<file path="src/rtl/data_bus_arbiter.sv">
// N-master arbiter for the shared data-memory port: optional absolute priority for master 0,
// round-robin among the rest. Defining DBUS_ARB_TIMEOUT_EN adds a busy-timeout abort (m_err).
module data_bus_arbiter #(
    parameter int unsigned MASTERS = 4,
    parameter int unsigned ADDR_W  = 32,
    parameter int unsigned DATA_W  = 32,
    parameter int unsigned PRIO0   = 1,
    parameter int unsigned TIMEOUT = 255
) (
    input  logic                       clk,
    input  logic                       rst,
    input  logic [2*MASTERS-1:0]       m_rw,
    input  logic [2*MASTERS-1:0]       m_size,
    input  logic [ADDR_W*MASTERS-1:0]  m_addr,
    input  logic [DATA_W*MASTERS-1:0]  m_wdata,
    output logic [DATA_W-1:0]          m_rdata,
    output logic [MASTERS-1:0]         m_grant,
    output logic [MASTERS-1:0]         m_cplt,
    output logic [MASTERS-1:0]         m_err,
    output logic [$clog2(MASTERS)-1:0] grant_id,
    output logic [1:0]                 data_rw,
    output logic [1:0]                 data_size,
    output logic [ADDR_W-1:0]          data_address,
    output logic [DATA_W-1:0]          data_wdata,
    input  logic [DATA_W-1:0]          data_rdata,
    input  logic                       data_rw_cplt
);

    localparam int unsigned ID_W = $clog2(MASTERS);

    typedef enum logic {IDLE = 1'b0, BUSY = 1'b1} state_t;

    state_t             state_q;
    logic [MASTERS-1:0] grant_q;
    logic [ID_W-1:0]    gid_q;
    logic [ID_W-1:0]    ptr_q;
    logic [MASTERS-1:0] req;
    logic [ID_W-1:0]    win_d;
    logic               win_prio_d;
    logic               busy;
    logic               g_req;

    // Codes 2 (read) and 3 (write) are requests, i.e. the upper rw bit.
    for (genvar i = 0; i < MASTERS; i++) begin : g_req_bit
        assign req[i] = m_rw[2*i+1];
    end

    assign busy  = (state_q == BUSY);
    assign g_req = req[gid_q];

    // Winner: master 0 outright when prioritised, otherwise first requester after the pointer.
    always_comb begin
        int unsigned idx;
        logic        found;
        win_d      = '0;
        win_prio_d = 1'b0;
        found      = 1'b0;
        idx        = 0;
        if (PRIO0 != 0 && req[0]) begin
            win_prio_d = 1'b1;
            found      = 1'b1;
        end
        for (int unsigned k = 1; k <= MASTERS; k++) begin
            idx = 32'(ptr_q) + k;
            if (idx >= MASTERS) begin
                idx = idx - MASTERS;
            end
            if (!found && req[ID_W'(idx)] && !(PRIO0 != 0 && idx == 0)) begin
                found = 1'b1;
                win_d = ID_W'(idx);
            end
        end
    end

    // Slave port mirrors the granted master while busy, idle-zero otherwise.
    always_comb begin
        data_rw      = '0;
        data_size    = '0;
        data_address = '0;
        data_wdata   = '0;
        if (busy) begin
            for (int unsigned i = 0; i < MASTERS; i++) begin
                if (gid_q == ID_W'(i)) begin
                    data_rw      = m_rw[2*i +: 2];
                    data_size    = m_size[2*i +: 2];
                    data_address = m_addr[ADDR_W*i +: ADDR_W];
                    data_wdata   = m_wdata[DATA_W*i +: DATA_W];
                end
            end
        end
    end

    assign m_rdata  = data_rdata;
    assign m_cplt   = (data_rw_cplt && busy) ? grant_q : '0;
    assign m_grant  = grant_q;
    assign grant_id = gid_q;

`ifdef DBUS_ARB_TIMEOUT_EN
    localparam int unsigned CNT_W = $clog2(TIMEOUT + 1);

    logic [CNT_W-1:0]   cnt_q;
    logic [MASTERS-1:0] err_q;

    assign m_err = err_q;
`else
    assign m_err = '0;
`endif

    always_ff @(posedge clk or posedge rst) begin
        if (rst) begin
            state_q <= IDLE;
            grant_q <= '0;
            gid_q   <= '0;
            ptr_q   <= ID_W'(MASTERS - 1);
`ifdef DBUS_ARB_TIMEOUT_EN
            cnt_q   <= '0;
            err_q   <= '0;
`endif
        end else begin
`ifdef DBUS_ARB_TIMEOUT_EN
            err_q <= '0;
`endif
            if (state_q == IDLE) begin
                if (|req) begin
                    state_q <= BUSY;
                    grant_q <= MASTERS'(1) << win_d;
                    gid_q   <= win_d;
                    if (!win_prio_d) begin
                        ptr_q <= win_d;
                    end
`ifdef DBUS_ARB_TIMEOUT_EN
                    cnt_q <= '0;
`endif
                end
            end else begin
                // Completion wins over a simultaneous request drop or timeout.
                if (data_rw_cplt || !g_req) begin
                    state_q <= IDLE;
                    grant_q <= '0;
                end
`ifdef DBUS_ARB_TIMEOUT_EN
                else if (cnt_q == CNT_W'(TIMEOUT - 1)) begin
                    state_q <= IDLE;
                    grant_q <= '0;
                    err_q   <= grant_q;
                end else begin
                    cnt_q <= cnt_q + CNT_W'(1);
                end
`endif
            end
        end
    end

endmodule

</file>
<file path="config.mk">
export PLATFORM = sky130hd
export DESIGN_NAME = data_bus_arbiter
export DESIGN_NICKNAME = d
export VERILOG_FILES = /design/src/rtl/data_bus_arbiter.sv
export SDC_FILE = /design/constraint.sdc
export NUM_CORES = 1
export LEC_CHECK = 0
export ABC_CLOCK_PERIOD_IN_PS = 7160
export CAP_MARGIN = 10
export CORE_AREA = 2 2 164 166
export DETAILED_ROUTE_END_ITERATION = 8
export DIE_AREA = 0 0 166 168
export GPL_ROUTABILITY_DRIVEN = 0
export GPL_TIMING_DRIVEN = 0
export SLEW_MARGIN = 10
export SYNTH_ARGS = -nofsm -noshare
export SYNTH_HDL_FRONTEND = slang
export SYNTH_SLANG_ARGS = --single-unit
</file>
<file path="constraint.sdc">
create_clock -name clk -period 7.16 [get_ports clk]
set_input_delay 1.432 -clock clk [delete_from_list [all_inputs] [get_ports clk]]
set_output_delay 1.432 -clock clk [all_outputs]
set_load 0.02 [all_outputs]
</file>
## Yosys cells after proc, flatten, opt, wreduce, memory -nomap -nowiden

Index checks and enable logic that the tools add are counted.

| word-level totals | value |
|---|---|
| flip-flop bits (word level) | 9 |
| bits of input ports | 307 |
| output and inout bits | 114 |
| logic and storage cells | 106 |

| operators by class | value |
|---|---|
| $add $sub $neg | 8 |
| $lt $le $gt $ge | 9 |
| equality and inequality tests | 4 |
| shifts and indexed selects | 1 |
| muxes and demuxes | 49 |
| bitwise logic cells | 2 |
| reductions and logical operators | 29 |

Operators with widths:

| operator | count |
|---|---|
| two-way mux 32 bit | 14 |
| logical NOT 32 bit | 4 |
| two-way mux 2 bit | 14 |
| two-way mux 4 bit | 4 |
| < comparator 2 x 3 -> 1 bit, second input constant | 5 |
| two-way mux 1 bit | 12 |
| subtractor 3 x 3 -> 4 bit, second input constant | 3 |
| binary-select mux 1 bit (select 2 bit) | 5 |
| greater-or-equal comparator 3 bit, second input constant | 3 |
| logical AND 1 bit | 9 |
| logical NOT 1 bit | 9 |
| adder 2 x 2 -> 3 bit, second input constant | 2 |
| subtractor 4 x 3 -> 5 bit, second input constant | 1 |
| adder 2 x 3 -> 4 bit, second input constant | 1 |
| equality test 2 bit, second input constant | 2 |
| greater-or-equal comparator 4 x 3 -> 1 bit, second input constant | 1 |
| AND reduction 2 bit | 2 |
| OR reduction 4 bit | 1 |
| << shifter 1 x 2 -> 4 bit, first input constant | 1 |
| adder 2 x 1 -> 3 bit, second input constant | 1 |
| AND reduction 3 bit | 1 |
| equality test 2 x 1 -> 1 bit, second input constant | 1 |
| logical NOT 2 bit | 1 |
| != test 2 x 1 -> 1 bit, second input constant | 1 |
| 3 further kinds | 4 |

## Longest topological paths before layout

| logic depth | value |
|---|---|
| depth in word-level cells | 23 |
| gate-level depth with buffers | 10 |
| mapped depth without buffers | 8 |

## Worst setup path after synthesis

Ideal clock, no wire load.

| timing | value |
|---|---|
| kind | input port to output port |
| start point | input m_addr[96] |
| end point | output data_address[0] |
| data arrival time | 2.092 ns |
| required time | 5.728 ns |
| slack | 3.636 ns |
| cell stages on the path | 2 |
| buffers on the path | 0 |
| path through | mux4_2 and2_1 |

| between the ends | value |
|---|---|
| cells in the longest elaborated chain, start to end | 2 |

RTL lines:

| what | RTL line | text |
|---|---|---|
| start: declaration | 14 | `input logic [ADDR_W*MASTERS-1:0] m_addr,` |
| two-way mux 32 bit | 83 | `if (gid_q == ID_W'(i)) begin` |
| two-way mux 32 bit | 81 | `if (busy) begin` |
| end: declaration | 23 | `output logic [ADDR_W-1:0] data_address,` |

No other way between the ends.

## Worst setup path after layout

| timing | value |
|---|---|
| start point | register gid_q[1], in the netlist grant_id[1] |
| end point | output data_wdata[13] |

| between the ends | value |
|---|---|
| cells in the longest elaborated chain, start to end | 6 |
| elaborated cells between the ends (all ways) | 9 |
| classes of those cells | eq/ne (3); mux (5); reduce/logical (1) |

RTL lines:

| what | RTL line | text |
|---|---|---|
| start: declaration | 35 | `logic [ID_W-1:0] gid_q;` |
| start signal: assignment | 127 | `gid_q <= win_d;` |
| logical NOT 2 bit | 83 |  |
| two-way mux 32 bit (3 in series) | 83 |  |
| two-way mux 32 bit (*) | 83 |  |
| two-way mux 32 bit (*) | 81 |  |
| end: declaration | 24 | `output logic [DATA_W-1:0] data_wdata,` |

Mark *: on every way between the ends. The rest lies on a longest branch, timed or not.

==> results.json <==
{
  "place.port_buffers": 384,
  "path_clk_slew_ps": 40,
  "dp.cells": 1017,
  "routed_via_density": 3.890,
  "cts_tree": "built",
  "placedInstanceArea_um2": 7452,
  "wirelength_mm": 19.05,
  "syn_area_um2": 3171,
  "die_x_um": 166,
  "combPwrFrac_pct": 90.5,
  "reg2reg_depth": 10,
  "dieArea_um2": 27890,
  "tns_ps": 0,
  "stdcell_area_um2": 7531,
  "maxSlewHeadroom_pct": 40.76,
  "multiInputGateArea_um2": 2512,
  "cts_resized": 0,
  "arrival_ps": 3400,
  "clock_sinks": 9,
  "setup-violations-final": 0,
  "rr_endpoint": "m_grant[1]$_DFFE_PP0P_",
  "p_leak_nw": 2.707,
  "num_vias": 3972,
  "io_pins": 421,
  "grt_first_pass_wirelength_mm": 27.34,
  "drtPass1Iterations": 4,
  "drtIter0Drc": 147,
  "holdBufCountCts": 0,
  "crit_type": "register to primary output",
  "outcome": "finished, final reports clean",
  "p_sw_uw": 938.6,
  "swShare_pct": 45.55,
  "regToRegSetupSlack_ps": 4160,
  "finalHoldViolCount": 0,
  "layout_common_cells": "384 x clkdlybuf4s50_1, 68 x and2_1, 68 x mux4_2, 36 x buf_4, 19 x clkbuf_1",
  "period_share_pct": 67.47,
  "synth_cell_types": 46,
  "synth_edf_count": 0,
  "post-cts-setup-buffers": 0,
  "htreeDepth": 1,
  "critPathLaunchType": "register",
  "diodes": 0,
  "rsz0062_at_grt": "false",
  "ir_drop_mv": 0.1531,
  "die_y_um": 168,
  "setup_slack_ps": 2329,
  "async_flop_share_pct": 100.0,
  "holdWs_ps": 531.7,
  "initial_utilization_pct": 12.03,
  "cts_buffers": 3,
  "hp-class": "register to register",
  "fmax_mhz": 207.0,
  "area_delta_synth_final_pct": 137.5,
  "final_cells": 1021,
  "wl_per_cell_um": 18.66,
  "place_ws_ps": 2454,
  "yosys_warnings": 0,
  "worst-path-max-fanout": 10,
  "clock_latency_ps": 230,
  "nNetsFinal": 992,
  "hold_path_startpoint": "m_grant[2]$_DFFE_PP0P_",
  "dp_hpwl_mm": 16.55,
  "fin_skew_ps": 0.4617,
  "ys.flop_type": "dfrtp_1",
  "rr_startpoint": "ptr_q[0]$_DFFE_PP1P_",
  "min_path_cells": 2,
  "p_int_mw": 1.122,
  "ys_ff_latch": 9,
  "grt_util_all_layers_pct": 12.84,
  "min_to": "m_grant[2]$_DFFE_PP0P_",
  "p_per_area_nw_per_um2": 273.6,
  "slew_violations": 0,
  "final_antenna_net_count": 0,
  "grt_max_degree": 11,
  "final_layout_size_suffix_gt1_share_pct": 19.71,
  "synth.avg_cell_area_um2": 10.97,
  "drc_errors": 0,
  "grt_pass1_vias": 4187,
  "core_um2": 26350,
  "worst_pin_slew_ps": 888.5,
  "min_period_ps": 4831,
  "crit_path_end_kind": "primary output",
  "cp_data_required_time_ps": 5730,
  "seq_area_um2": 227.7,
  "synth-seq-area-share_pct": 7.182,
  "layout_commonest_cell": "clkdlybuf4s50_1",
  "rows": 60,
  "cts.path.max_buffers": 2,
  "clkPwrFrac_pct": 4.7,
  "synthCells": 289,
  "overflow": 0,
  "seqPwrFrac_pct": 4.8,
  "clockRootBuffer": "clkbuf_16",
  "n_fill_cell": 2732,
  "max_cap_viol_count": 0,
  "antenna_found_initial": 0
}
cell usage after synthesis (2+ instances only):
library cell | number | area (um^2)
a21oi_1 | 2 | 10.01
a311oi_4 | 2 | 52.55
and2_1 | 68 | 425.4
and3_1 | 4 | 25.02
buf_2 | 7 | 35.03
buf_4 | 36 | 270.3
clkbuf_1 | 18 | 67.56
clkbuf_8 | 2 | 27.53
dfrtp_1 | 7 | 175.2
dfstp_2 | 2 | 52.55
ha_1 | 4 | 50.05
inv_1 | 8 | 30.03
mux2i_1 | 2 | 20.02
mux4_2 | 68 | 1531
nand2_1 | 12 | 45.04
nand2b_1 | 2 | 12.51
nor2_1 | 5 | 18.77
o21ai_0 | 8 | 40.04
or2_2 | 4 | 25.02
or3_4 | 2 | 22.52
through the flow:
step                      power (mW)  utilization, %
after floorplan                1.173               -
after global placement         1.985           28.28
after detailed placement       1.988           28.28
after CTS                      2.092           28.58
after global routing           2.200           28.58
final                          2.061           28.58
worst max path at each step:
stage	startpoint	end	slack [ps]	depth (start not counted)
after floorplan	m_addr[96]	data_address[0]	3640	2
after global placement	grant_id[1]$_DFFE_PP0P_	data_wdata[21]	2440	6
after detailed placement	grant_id[1]$_DFFE_PP0P_	data_wdata[2]	2450	6
after CTS	grant_id[1]$_DFFE_PP0P_	data_wdata[2]	2210	6
after global routing	grant_id[1]$_DFFE_PP0P_	data_wdata[19]	2100	6
final	grant_id[1]$_DFFE_PP0P_	data_wdata[13]	2330	6
worst max-delay path, stage by stage (launching register included):
cell and delay, ps:
dfrtp_1 370, clkbuf_1 360, clkbuf_1 720, clkbuf_1 580, mux4_2 410, and2_1 170, clkdlybuf4s50_1 540
layout make-up:
cell class | instances | area share, %
timing repair buffer | 384 | 51.04
multi-input combinational | 211 | 33.36
tap | 341 | 5.665
sequential | 9 | 3.024
clock buffer | 4 | 1.047
inverter | 8 | 0.3987
buffer | 64 | 5.466
routing by layer:
metal / part of all wire (%) / GRT usage [%] / vias to the layer above
li1: - / - / 1848
met1: 43 / 16.89 / 1911
met2: 50 / 22.66 / 204
met3: 5.9 / 2.233 / 9
met4: 1.0 / 1.550 / 0
met5: 0 / 0 / -
sequential cells by signal, summed over array words and instances (netlist names):
signal	cells
m_grant	4
ptr_q	2
busy	1
grant_id	2
kinds of logic (layout without fill, tap and decap cells):
kind of cell / Yosys count / count (layout) / share of synthesized area [%]
simple gates: 103 / 103 / 19.42
other cells: 1 / 4 / 0.1183
buf+inv: 72 / 460 / 13.93
compound gates: 27 / 27 / 7.183
flops: 9 / 9 / 7.182
mux: 73 / 73 / 50.59
fa+ha+maj: 4 / 4 / 1.579
power groups by stage:
stage / clock, mW / combinational, mW / sequential [mW]
6_report: 0.0972 / 1.86 / 0.0995
5_1_grt: 0.0999 / 2.00 / 0.103
4_1_cts: 0.0972 / 1.90 / 0.0988
3_5_place_dp: 0 / 1.89 / 0.0989
3_3_place_gp: 0 / 1.89 / 0.0991
2_1_floorplan: 0 / 1.07 / 0.105
No activity file was read; power rests on OpenSTA's default activity.
